--- src/rtl/latch_loader_pkg.sv ---
// Shared types and default timing for the latch loader.
package latch_loader_pkg;

  typedef enum logic [1:0] {IDLE, SETUP, OPEN, HOLD} loader_state_t;

  localparam int unsigned DefWidth    = 4;
  localparam int unsigned DefSetupCyc = 1;
  localparam int unsigned DefOpenCyc  = 2;
  localparam int unsigned DefHoldCyc  = 1;

  // Largest of three phase lengths; sizes the shared phase counter.
  function automatic int unsigned max3(input int unsigned a, input int unsigned b,
                                       input int unsigned c);
    int unsigned m;
    m = (a > b) ? a : b;
    m = (m > c) ? m : c;
    return m;
  endfunction

endpackage

--- src/rtl/latch_loader_if.sv ---
// Upstream valid/ready word handshake into the latch loader.
interface latch_loader_if #(
  parameter int unsigned WIDTH = 4
);
  logic             in_valid;
  logic             in_ready;
  logic [WIDTH-1:0] in_data;

  modport master (output in_valid, output in_data, input in_ready);
  modport slave  (input in_valid, input in_data, output in_ready);
endinterface

--- src/rtl/latch_loader_phase_counter.sv ---
// Loadable saturating down-counter with a zero flag; times each window phase.
module latch_loader_phase_counter #(
  parameter int unsigned CNT_W = 2
) (
  input  logic             clk,
  input  logic             reset_n,
  input  logic             clear,
  input  logic             load,
  input  logic [CNT_W-1:0] load_val,
  output logic             zero
);

  logic [CNT_W-1:0] count_q;

  // Clear beats load; otherwise count down and stop at zero so it never wraps.
  always_ff @(posedge clk or negedge reset_n) begin
    if (!reset_n) begin
      count_q <= '0;
    end else if (clear) begin
      count_q <= '0;
    end else if (load) begin
      count_q <= load_val;
    end else if (count_q != '0) begin
      count_q <= count_q - 1'b1;
    end
  end

  assign zero = (count_q == '0);

endmodule

--- src/rtl/latch_loader.sv ---
// Drives a level-sensitive latch with a setup / open / hold window per accepted word.
module latch_loader
  import latch_loader_pkg::*;
#(
  parameter int unsigned WIDTH     = DefWidth,
  parameter int unsigned SETUP_CYC = DefSetupCyc,
  parameter int unsigned OPEN_CYC  = DefOpenCyc,
  parameter int unsigned HOLD_CYC  = DefHoldCyc
) (
  input  logic             clk,
  input  logic             reset_n,
  latch_loader_if.slave    bus,
  input  logic             flush,
  output logic [WIDTH-1:0] lat_d,
  output logic             lat_en,
  output logic             busy,
  output logic             done
);

  localparam int unsigned MaxCyc = max3(max3(SETUP_CYC, OPEN_CYC, HOLD_CYC), 1, 1);
  localparam int unsigned CntW   = (MaxCyc > 1) ? $clog2(MaxCyc + 1) : 1;

  if (SETUP_CYC < 1) begin : g_bad_setup
    $error("latch_loader: SETUP_CYC must be >= 1");
  end
  if (OPEN_CYC < 1) begin : g_bad_open
    $error("latch_loader: OPEN_CYC must be >= 1");
  end
  if (HOLD_CYC < 1) begin : g_bad_hold
    $error("latch_loader: HOLD_CYC must be >= 1");
  end

  loader_state_t    state_q, state_d;
  logic [WIDTH-1:0] lat_d_q, lat_d_d;
  logic             lat_en_q, lat_en_d;
  logic             done_q, done_d;
  logic             cnt_clear, cnt_load, cnt_zero;
  logic [CntW-1:0]  cnt_val;
  logic             accept;

  latch_loader_phase_counter #(
    .CNT_W (CntW)
  ) u_phase_counter (
    .clk      (clk),
    .reset_n  (reset_n),
    .clear    (cnt_clear),
    .load     (cnt_load),
    .load_val (cnt_val),
    .zero     (cnt_zero)
  );

  assign accept = bus.in_valid && bus.in_ready;

  // State, data, gate and done registers; reset drops the gate asynchronously.
  always_ff @(posedge clk or negedge reset_n) begin
    if (!reset_n) begin
      state_q  <= IDLE;
      lat_d_q  <= '0;
      lat_en_q <= 1'b0;
      done_q   <= 1'b0;
    end else begin
      state_q  <= state_d;
      lat_d_q  <= lat_d_d;
      lat_en_q <= lat_en_d;
      done_q   <= done_d;
    end
  end

  // Next state: flush wins over both accept and phase advance.
  always_comb begin
    state_d   = state_q;
    lat_d_d   = lat_d_q;
    lat_en_d  = lat_en_q;
    done_d    = 1'b0;
    cnt_clear = 1'b0;
    cnt_load  = 1'b0;
    cnt_val   = '0;
    if (flush) begin
      // Data is deliberately kept: the latch may retain a partially-open value.
      state_d   = IDLE;
      lat_en_d  = 1'b0;
      cnt_clear = 1'b1;
    end else begin
      unique case (state_q)
        IDLE: begin
          if (accept) begin
            lat_d_d  = bus.in_data;
            cnt_load = 1'b1;
            cnt_val  = CntW'(SETUP_CYC - 1);
            state_d  = SETUP;
          end
        end
        SETUP: begin
          if (cnt_zero) begin
            cnt_load = 1'b1;
            cnt_val  = CntW'(OPEN_CYC - 1);
            lat_en_d = 1'b1;
            state_d  = OPEN;
          end
        end
        OPEN: begin
          if (cnt_zero) begin
            cnt_load = 1'b1;
            cnt_val  = CntW'(HOLD_CYC - 1);
            lat_en_d = 1'b0;
            state_d  = HOLD;
          end
        end
        HOLD: begin
          if (cnt_zero) begin
            state_d = IDLE;
            done_d  = 1'b1;
          end
        end
        default: state_d = IDLE;
      endcase
    end
  end

  // Outputs: ready/busy decoded from state, latch-facing signals straight from flops.
  always_comb begin
    bus.in_ready = (state_q == IDLE) && !flush;
    busy         = (state_q != IDLE);
    lat_d        = lat_d_q;
    lat_en       = lat_en_q;
    done         = done_q;
  end

endmodule

--- src/flat_wrapper.sv ---
// flat-port wrapper written by rule: the top's interface ports become plain ports
module latch_loader_flat import latch_loader_pkg::*;
#(
  parameter int unsigned WIDTH     = DefWidth,
  parameter int unsigned SETUP_CYC = DefSetupCyc,
  parameter int unsigned OPEN_CYC  = DefOpenCyc,
  parameter int unsigned HOLD_CYC  = DefHoldCyc
)
  (clk, reset_n, flush, lat_d, lat_en, busy, done, bus_in_valid, bus_in_data, bus_in_ready);
  latch_loader_if #(.WIDTH(WIDTH)) bus_i ();
  input  logic clk;
  input  logic reset_n;
  input  logic flush;
  output logic [WIDTH-1:0] lat_d;
  output logic lat_en;
  output logic busy;
  output logic done;
  input wire logic [$bits(bus_i.in_valid)-1:0] bus_in_valid;
  input wire logic [$bits(bus_i.in_data)-1:0] bus_in_data;
  output wire logic [$bits(bus_i.in_ready)-1:0] bus_in_ready;
  assign bus_i.in_valid = bus_in_valid;
  assign bus_i.in_data = bus_in_data;
  assign bus_in_ready = bus_i.in_ready;
  latch_loader #(.WIDTH(WIDTH), .SETUP_CYC(SETUP_CYC), .OPEN_CYC(OPEN_CYC), .HOLD_CYC(HOLD_CYC)) u_core (.clk(clk), .reset_n(reset_n), .bus(bus_i), .flush(flush), .lat_d(lat_d), .lat_en(lat_en), .busy(busy), .done(done));
endmodule
--- config.mk ---
export PLATFORM = sky130hd
export DESIGN_NAME = latch_loader_flat
export DESIGN_NICKNAME = d
export VERILOG_FILES = /design/src/rtl/latch_loader_pkg.sv /design/src/rtl/latch_loader_if.sv /design/src/rtl/latch_loader_phase_counter.sv /design/src/rtl/latch_loader.sv /design/src/flat_wrapper.sv
export SDC_FILE = /design/constraint.sdc
export NUM_CORES = 1
export LEC_CHECK = 0
export CORE_ASPECT_RATIO = 0.75
export CORE_MARGIN = 2
export CORE_UTILIZATION = 25
export CTS_CLUSTER_DIAMETER = 40
export CTS_CLUSTER_SIZE = 20
export DETAILED_ROUTE_END_ITERATION = 12
export MAX_ROUTING_LAYER = met4
export SLEW_MARGIN = 20
export SYNTH_ARGS = -nofsm -noshare
export SYNTH_HDL_FRONTEND = slang
export SYNTH_SLANG_ARGS = --single-unit
--- constraint.sdc ---
create_clock -name clk -period 2.33 [get_ports clk]
set_clock_uncertainty 0.2 [all_clocks]
set_input_delay 0.466 -clock clk [delete_from_list [all_inputs] [get_ports clk]]
set_output_delay 0.466 -clock clk [all_outputs]
set_load 0.01 [all_outputs]
Word level (Yosys, flattened, before mapping)
Index checks and enable logic that the tools add are counted.
{"block": "op_classes", "eq_ne": 7, "n_shift": 0, "div_mod_pow": 0, "n_reduce_logical": 13, "addsub": 1, "multipliers": 0, "n_lt_le_gt_ge": 0, "mux": 23, "n_bitwise": 1}
{"cell": "$mux 2", "count": 10}
{"cell": "$ne 3x2->1 const B", "count": 4}
{"cell": "$mux 1", "count": 10}
{"cell": "$pmux 2 s4", "count": 1}
{"cell": "$reduce_and 3->1", "count": 2}
{"cell": "$reduce_bool 3->1", "count": 2}
{"cell": "$eq 2x2->1 const B", "count": 2}
{"cell": "$logic_not 2->1", "count": 2}
{"cell": "$pmux 1 s2", "count": 2}
{"cell": "$reduce_and 4->1", "count": 1}
{"cell": "$reduce_bool 2->1", "count": 2}
{"cell": "$eq 2x1->1 const B", "count": 1}
{"cell": "$logic_and 1x1->1", "count": 2}
{"cell": "$reduce_or 2->1", "count": 1}
{"cell": "$sub 2x1->2 const B", "count": 1}
{"cell": "$logic_not 1->1", "count": 1}
{"cell": "$not 1->1", "count": 1}
{"block": "totals", "latch_bits": 0, "mem_bits_rw": 0, "elab_cells": 50, "out_inout_bits": 8, "register_bits": 10, "romBits": 0, "n_memories": 0, "input_bits": 8}

Logic depth before layout (Yosys ltp)
Gate-level depths: netlist of the first run.
{"block": "depth", "depth_word": 8, "depth_mapped": 6, "ltp_nobuf": 5}

Hierarchy
Synthesis of the first run repeated with hierarchy kept, for this count alone.
{"block": "hier_totals", "hier_cells": 53, "area_unflattened_um2": 599.3}
{"mod": "latch_loader", "area_per_inst_um2": 470.5, "cells_each": 40, "seq_area_each_um2": 200.2, "n_inst": 1}
{"mod": "latch_loader_phase_counter", "area_per_inst_um2": 128.9, "cells_each": 13, "seq_area_each_um2": 50.0, "n_inst": 1}

Worst setup path after synthesis of the first run
Ideal clock, no wire load.
{"block": "synth_path", "path_type": "flip-flop to flip-flop", "start": "register u_core.state_q[0]", "end": "register u_core.state_q[0]", "setup_slack_ns": 0.477, "arrival_time_ns": 1.529, "path_stages_with_launch": 6, "path_buffers": 0, "period_less_slack_ns": 1.853, "cell_sequence": "dfrtp_1 inv_1 ha_1 or3_4 and2_1 a211o_1"}
{"block": "synth_between", "elab_chain_cells": 5}
{"item": "start: declaration", "line": "latch_loader.sv:33", "text": "loader_state_t state_q, state_d;"}
{"item": "start signal: assignment", "line": "latch_loader.sv:62", "text": "state_q <= state_d;"}
{"item": "$logic_not 2->1", "line": "latch_loader.sv:84, latch_loader.sv:122"}
{"item": "$logic_and 1x1->1", "line": "latch_loader.sv:122", "text": "bus.in_ready = (state_q == IDLE) && !flush;"}
{"item": "$logic_and 1x1->1", "line": "latch_loader.sv:52", "text": "assign accept = bus.in_valid && bus.in_ready;"}
{"item": "$ne 3x2->1 (no line)"}
{"item": "$reduce_and 4->1 (no line)"}
Parallel ways exist; a longest one is shown, timed or not.
A chain may end at the register's enable or synchronous reset.

Final worst setup path of the first run
{"block": "layout_path", "start": "register u_core.state_q[0]", "end": "output busy"}
{"block": "layout_between", "elab_chain_cells": 1}
{"item": "$reduce_bool 2->1", "line": "latch_loader.sv:123", "text": "busy = (state_q != IDLE);"}
{"item": "end: declaration", "line": "flat_wrapper.sv:16", "text": "output logic busy;"}
No other way between the ends.

==> results of run 1 <==
## layer usage
layer / routed length [microns] / vias up / global-route usage (%)
met5: 0 / - / -
met4: 10 / 0 / 2.61
met3: 84 / 2 / 5.90
met2: 511 / 15 / 15.4
met1: 584 / 217 / 12.6
li1: - / 228 / -
## registers in the layout (all words and copies together) (netlist names)
signal	count
u_core.done	1
u_core.lat_d	4
u_core.lat_en	1
u_core.state_q	2
u_core.u_phase_counter.count_q	2
## worst min path at each step
| stage | end | depth (start not counted) |
|---|---|---|
| final | u_core.lat_d[3]$_DFFE_PN0P_ | 1 |
| after global routing | u_core.lat_d[3]$_DFFE_PN0P_ | 1 |
| after CTS | u_core.lat_d[3]$_DFFE_PN0P_ | 1 |
| after detailed placement | u_core.lat_d[3]$_DFFE_PN0P_ | 1 |
| after global placement | u_core.lat_d[0]$_DFFE_PN0P_ | 1 |
| after floorplan | u_core.done$_DFF_PN0_ | 0 |
## cell families (layout without fill, tap and decap cells)
| family | count (synthesis) | count (layout) | share of synthesized area [%] |
|---|---|---|---|
| and+or+nand+nor | 17 | 17 | 15.7 |
| AOI/OAI and AO/OA | 8 | 8 | 12.5 |
| buffers and inverters | 7 | 26 | 4.80 |
| DFF | 10 | 10 | 41.8 |
| muxes | 5 | 5 | 9.19 |
| xor gates and xnor gates | 1 | 1 | 1.46 |
| adders and majority gates | 7 | 7 | 14.6 |
## repair_timing
| item | 4_1_cts | 5_1_grt |
|---|---|---|
| setup endpoints to repair | 2 | 0 |
| resized for setup | 1 | 0 |
| buffers inserted | 1 | 0 |
## cell type report
cell class              count  area (sq um)  area share, %
flip-flops and latches     10           250           30.3
clock buffers               3          22.5           2.73
multi-input cells          38           320           38.8
repair buffers             18           171           20.8
well taps                  34          42.5           5.15
inverters                   5          18.8           2.27
## power groups by stage
stage          Sequential (mW)  Combinational (mW)  Clock, mW
2_1_floorplan            0.313               0.347          0
3_3_place_gp             0.286               0.583          0
3_5_place_dp             0.292               0.587          0
4_1_cts                  0.282               0.602      0.120
5_1_grt                  0.292               0.676      0.125
6_report                 0.282               0.599      0.116
## cell usage in the layout, fill, tap and decap left out, types with 3 or more instances in the layout
cell type / count
clkdlybuf4s50_1: 14
nor2b_1: 3
nor2_1: 4
clkbuf_4: 3
nand2_1: 3
dfrtp_1: 10
ha_1: 7
inv_1: 5
mux2_2: 4
buf_4: 3
==> out/results.txt, run 1 <==
CP startpoint - u_core.state_q[0]$_DFFE_PN0P_
Post-DRT Antenna Nets - 0
Vias in the first global route - 445
CP Buf/Inv Count - 3
Max incr delay on CP - 530 ps
Reg-to-reg endpoint - u_core.state_q[0]$_DFFE_PN0P_
Number of synthesized flops with an enable pin - 0
CTS Buf Count - 3
Worst min path class - flip-flop to flip-flop
Wirelength per Cell - 11.0 microns
Drt first pass iters - 4
Area Growth Syn to Fin - 37.8%
Endpoints failing setup - 0
Worst r2r src - u_core.state_q[0]$_DFFE_PN0P_
P per Cell Area - 1210 nW/um^2
Via density per instance - 4.28
Critical path class - flip-flop to primary output
Yosys warnings - 0
CTS hold repair buffers - 0
First-pass GRT wire length - 1990 microns
H-Tree Level Count - 1
Die W - 60.5 microns
Clock transition at path regs - 70 ps
Number of remaining DRC errors - 0
MaxCap Viol Count - 0
Top post-synthesis cells by count - 10 x dfrtp_1, 7 x ha_1, 5 x inv_1, 4 x mux2_2, 4 x nor2_1
Root Buffer Master - clkbuf_4
Worst EP required - 1660 ps
Post-DP HPWL - 931 microns
Tot Pwr - 996 uW
Slowest stage cell, crit path - clkdlybuf4s50_1
Post-Synthesis Cells - 55
Clock group share of total power - 11.6%
Fill count - 242
CTS Sinks - 10
Largest delay share family, worst path - buffers and inverters
Top-count cell post-synth - dfrtp_1
Pint - 621 uW
Worst VDD drop - 412 uV
Area leader, netlist - dfrtp_1
Worst slew pin tran - 469 ps
FF-to-FF path depth - 5
Share of the synthesized area in the top cell type - 41.8%
Worst Hold Launch - u_core.lat_d[3]$_DFFE_PN0P_
Slack of the worst reg-to-reg path - 360 ps
Status - completed
DR iter-0 viols - 11
Hold Fails Final Rpt - 0
Cell Area, Synth - 599 sq um
Core Util, Final - 36.1%
Share of layout cells above drive strength 1 - 16.2%
Syn Area/Cell - 10.9 sq um
Period utilization - 95.9%
Floorplan row count - 15
Sequential power share - 28.3%
Slew headroom - 68.6%
Initial antenna violation count - 0
Synth cell types - 23
Via count - 462
Cells after DPL - 104
Final Max Slew Viols - 0
Initial core utilization - 26.2%
Layout Cells excl Fill - 108
DRT Wirelength - 1190 microns
Crit. End Element - primary output
Die area - 2810 sq um
Sequential-to-total area share from yosys stat - 41.8%
Post-route cell area - 826 sq um
Worst slack at placement - 57.2 ps
Crit-path cells - inv_1 -> ha_1 -> inv_1 -> clkdlybuf4s50_1
Final critical-path required period - 2230 ps
Worst hold slack - 303 ps
CP max FO - 4
Antenna cells - 0
TNS Setup - 0 ps
Placed instance area - 797 sq um
Die Y-Extent - 46.4 microns
Synth Net Count - 70
Top Ports - 16
Area contributors post-synth - dfrtp_1 42%, ha_1 15%, mux2_2 7.5%
Main synth FF type - dfrtp_1
Critical path depth - 4
Total track usage - 10.5%
Core area - 2290 sq um
RSZ-0062 raised after global routing - no
Worst EP arrival - 1570 ps
Most frequent CP cell - inv_1
#FFs+latches synth - 10
CP Launch Type - flip-flop
Fin nets - 91
Psw - 376 uW
Sw frac - 37.7%
Worst-case clock buffer depth - 2
Slack of the critical path - 95.3 ps
Async S/R FF share, synth - 100%
Clock insertion delay at the later pin of the skew report - 260 ps
CTS tree - yes
Placer Congestion - 0.727
Largest net degree at the start of global routing - 11
Number of port buffers - 15
Lkg Pwr - 0.361 nW
Fmax - 0.447 GHz
Comb pwr share - 60.1%
Total gr overflow - 0
Crit path to - busy
Note: power is estimated with default switching activity, not from simulation.
==> run 2: changes to the inputs <==
--- a/config.mk
+++ b/config.mk
@@ -12,6 +12,7 @@
 export CTS_CLUSTER_SIZE = 20
 export DETAILED_ROUTE_END_ITERATION = 12
 export MAX_ROUTING_LAYER = met4
+export RECOVER_POWER = 100
 export SLEW_MARGIN = 20
 export SYNTH_ARGS = -nofsm -noshare
 export SYNTH_HDL_FRONTEND = slang
==> run 2 against run 1 <==
Net effect:
- wire length decreased by 0.42%
- power fell by 3.4%
- combinational power fell by 5.2%
- critical path depth unchanged
- global-route usage stayed put
==> out/results.txt, run 2 (synthesis results as in run 1) <==
Status - completed
Total track usage - 10.5%
Lkg Pwr - 0.370 nW
Pint - 591 uW
P per Cell Area - 1170 nW/um^2
Placed instance area - 797 sq um
Slowest stage cell, crit path - clkdlybuf4s50_1
Psw - 372 uW
Worst EP required - 1660 ps
Final Max Slew Viols - 0
Most frequent cells in the layout - 10 x dfrtp_1, 7 x ha_1, 7 x clkdlybuf4s50_1, 7 x dlygate4sd3_1, 5 x inv_1
Initial antenna violation count - 0
Fmax - 0.448 GHz
CTS Buf Count - 3
Worst EP arrival - 1570 ps
Most common cell after layout, fill and taps aside - dfrtp_1
Worst r2r src - u_core.state_q[0]$_DFFE_PN0P_
CP startpoint - u_core.state_q[0]$_DFFE_PN0P_
Via density per instance - 4.26
First-pass GRT wire length - 1990 microns
Crit path to - busy
Worst VDD drop - 403 uV
Hold Fails Final Rpt - 0
Post-route cell area - 821 sq um
Share of layout cells above drive strength 1 - 14.9%
Die W - 60.5 microns
Final critical-path required period - 2230 ps
Crit. End Element - primary output
Total gr overflow - 0
Worst slew pin tran - 477 ps
DR iter-0 viols - 9
Drt first pass iters - 4
Clock transition at path regs - 70 ps
Number of port buffers - 15
Vias in the first global route - 445
Critical path class - flip-flop to primary output
Die Y-Extent - 46.4 microns
H-Tree Level Count - 1
Root Buffer Master - clkbuf_4
Fin nets - 91
TNS Setup - 0 ps
Clock insertion delay at the later pin of the skew report - 260 ps
Period utilization - 95.8%
Area Growth Syn to Fin - 37.0%
Core area - 2290 sq um
Die area - 2810 sq um
Largest net degree at the start of global routing - 11
Worst min path class - flip-flop to flip-flop
Top Ports - 16
Worst-case clock buffer depth - 2
Sw frac - 38.6%
Post-DP HPWL - 931 microns
FF-to-FF path depth - 5
CTS Sinks - 10
Crit-path cells - inv_1 -> ha_1 -> inv_1 -> clkdlybuf4s50_1
Slack of the worst reg-to-reg path - 320 ps
CP Launch Type - flip-flop
Number of remaining DRC errors - 0
CTS tree - yes
DRT Wirelength - 1190 microns
Comb pwr share - 59.0%
Sequential power share - 29.0%
Most frequent CP cell - inv_1
Reg-to-reg endpoint - u_core.state_q[0]$_DFFE_PN0P_
CP max FO - 4
Post-DRT Antenna Nets - 0
Initial core utilization - 26.2%
Via count - 460
Clock group share of total power - 12.0%
Largest register FFs - 4
Endpoints failing setup - 0
Placer Congestion - 0.727
Tot Pwr - 963 uW
Slew headroom - 68.1%
Worst slack at placement - 57.2 ps
MaxCap Viol Count - 0
Antenna cells - 0
Max incr delay on CP - 530 ps
CTS hold repair buffers - 0
Wirelength per Cell - 11.0 microns
RSZ-0062 raised after global routing - no
Floorplan row count - 15
Slack of the critical path - 98.9 ps
run 2: cell count changes in the layout (fill, tap and decap cells not counted), sizes merged:
cell / delta
dlygate4sd3: +7
clkdlybuf4s50: -7
run 2: power groups by stage:
stage / registers (mW) / logic, mW / clock network (mW)
floorplan: 0.313 / 0.347 / 0
global placement: 0.286 / 0.583 / 0
detailed placement: 0.292 / 0.587 / 0
CTS: 0.282 / 0.602 / 0.120
global route: 0.290 / 0.643 / 0.125
finish: 0.279 / 0.568 / 0.116
run 2: final cells by class:
| class | instances | area (sq um) |
|---|---|---|
| fillers | 242 | 1470 |
| multi-input cells | 38 | 315 |
| flip-flops and latches | 10 | 250 |
| repair buffers | 18 | 171 |
| well taps | 34 | 42.5 |
| clock buffers | 3 | 22.5 |
| inverters | 5 | 18.8 |
run 2: repair_timing:
action | in CTS | in global routing
buffers inserted | 1 | 0
endpoints found under the setup margin | 2 | 0
hold endpoints to repair | 0 | 0
resized for setup | 1 | 0
run 2: through the flow:
stage               utilization, %  hold WS (ps)  std cells
detailed placement            34.8           293        104
finish                        35.8           299        108
global route                  35.8           325        108
floorplan                        -         -29.6         55
CTS                           36.1           306        108
global placement              34.8           288        104
run 2: critical path: cells and delay by family (launching register included):
family	cells	cell delay [ps]
flip-flops	1	350
buffers and inverters	3	700
adder cells (fa/ha/maj)	1	240
run 2: how the worst min path moves through the flow:
stage | slack (ps) | end | cells after the start | startpoint
2_1_floorplan | -30 | u_core.done$_DFF_PN0_ | 0 | reset_n
3_3_place_gp | 290 | u_core.lat_d[0]$_DFFE_PN0P_ | 1 | u_core.lat_d[0]$_DFFE_PN0P_
3_5_place_dp | 290 | u_core.lat_d[3]$_DFFE_PN0P_ | 1 | u_core.lat_d[3]$_DFFE_PN0P_
4_1_cts | 310 | u_core.lat_d[3]$_DFFE_PN0P_ | 1 | u_core.lat_d[3]$_DFFE_PN0P_
5_1_grt | 330 | u_core.lat_d[3]$_DFFE_PN0P_ | 1 | u_core.lat_d[3]$_DFFE_PN0P_
6_report | 300 | u_core.lat_d[3]$_DFFE_PN0P_ | 1 | u_core.lat_d[3]$_DFFE_PN0P_
run 2: per-layer routing:
| layer | GRT usage, % | vias to the layer above | share of wire, % |
|---|---|---|---|
| li1 | - | 228 | - |
| met1 | 12.6 | 217 | 49 |
| met2 | 15.4 | 13 | 43 |
| met3 | 5.90 | 2 | 6.5 |
| met4 | 2.61 | 0 | 0.84 |
| met5 | - | - | 0 |
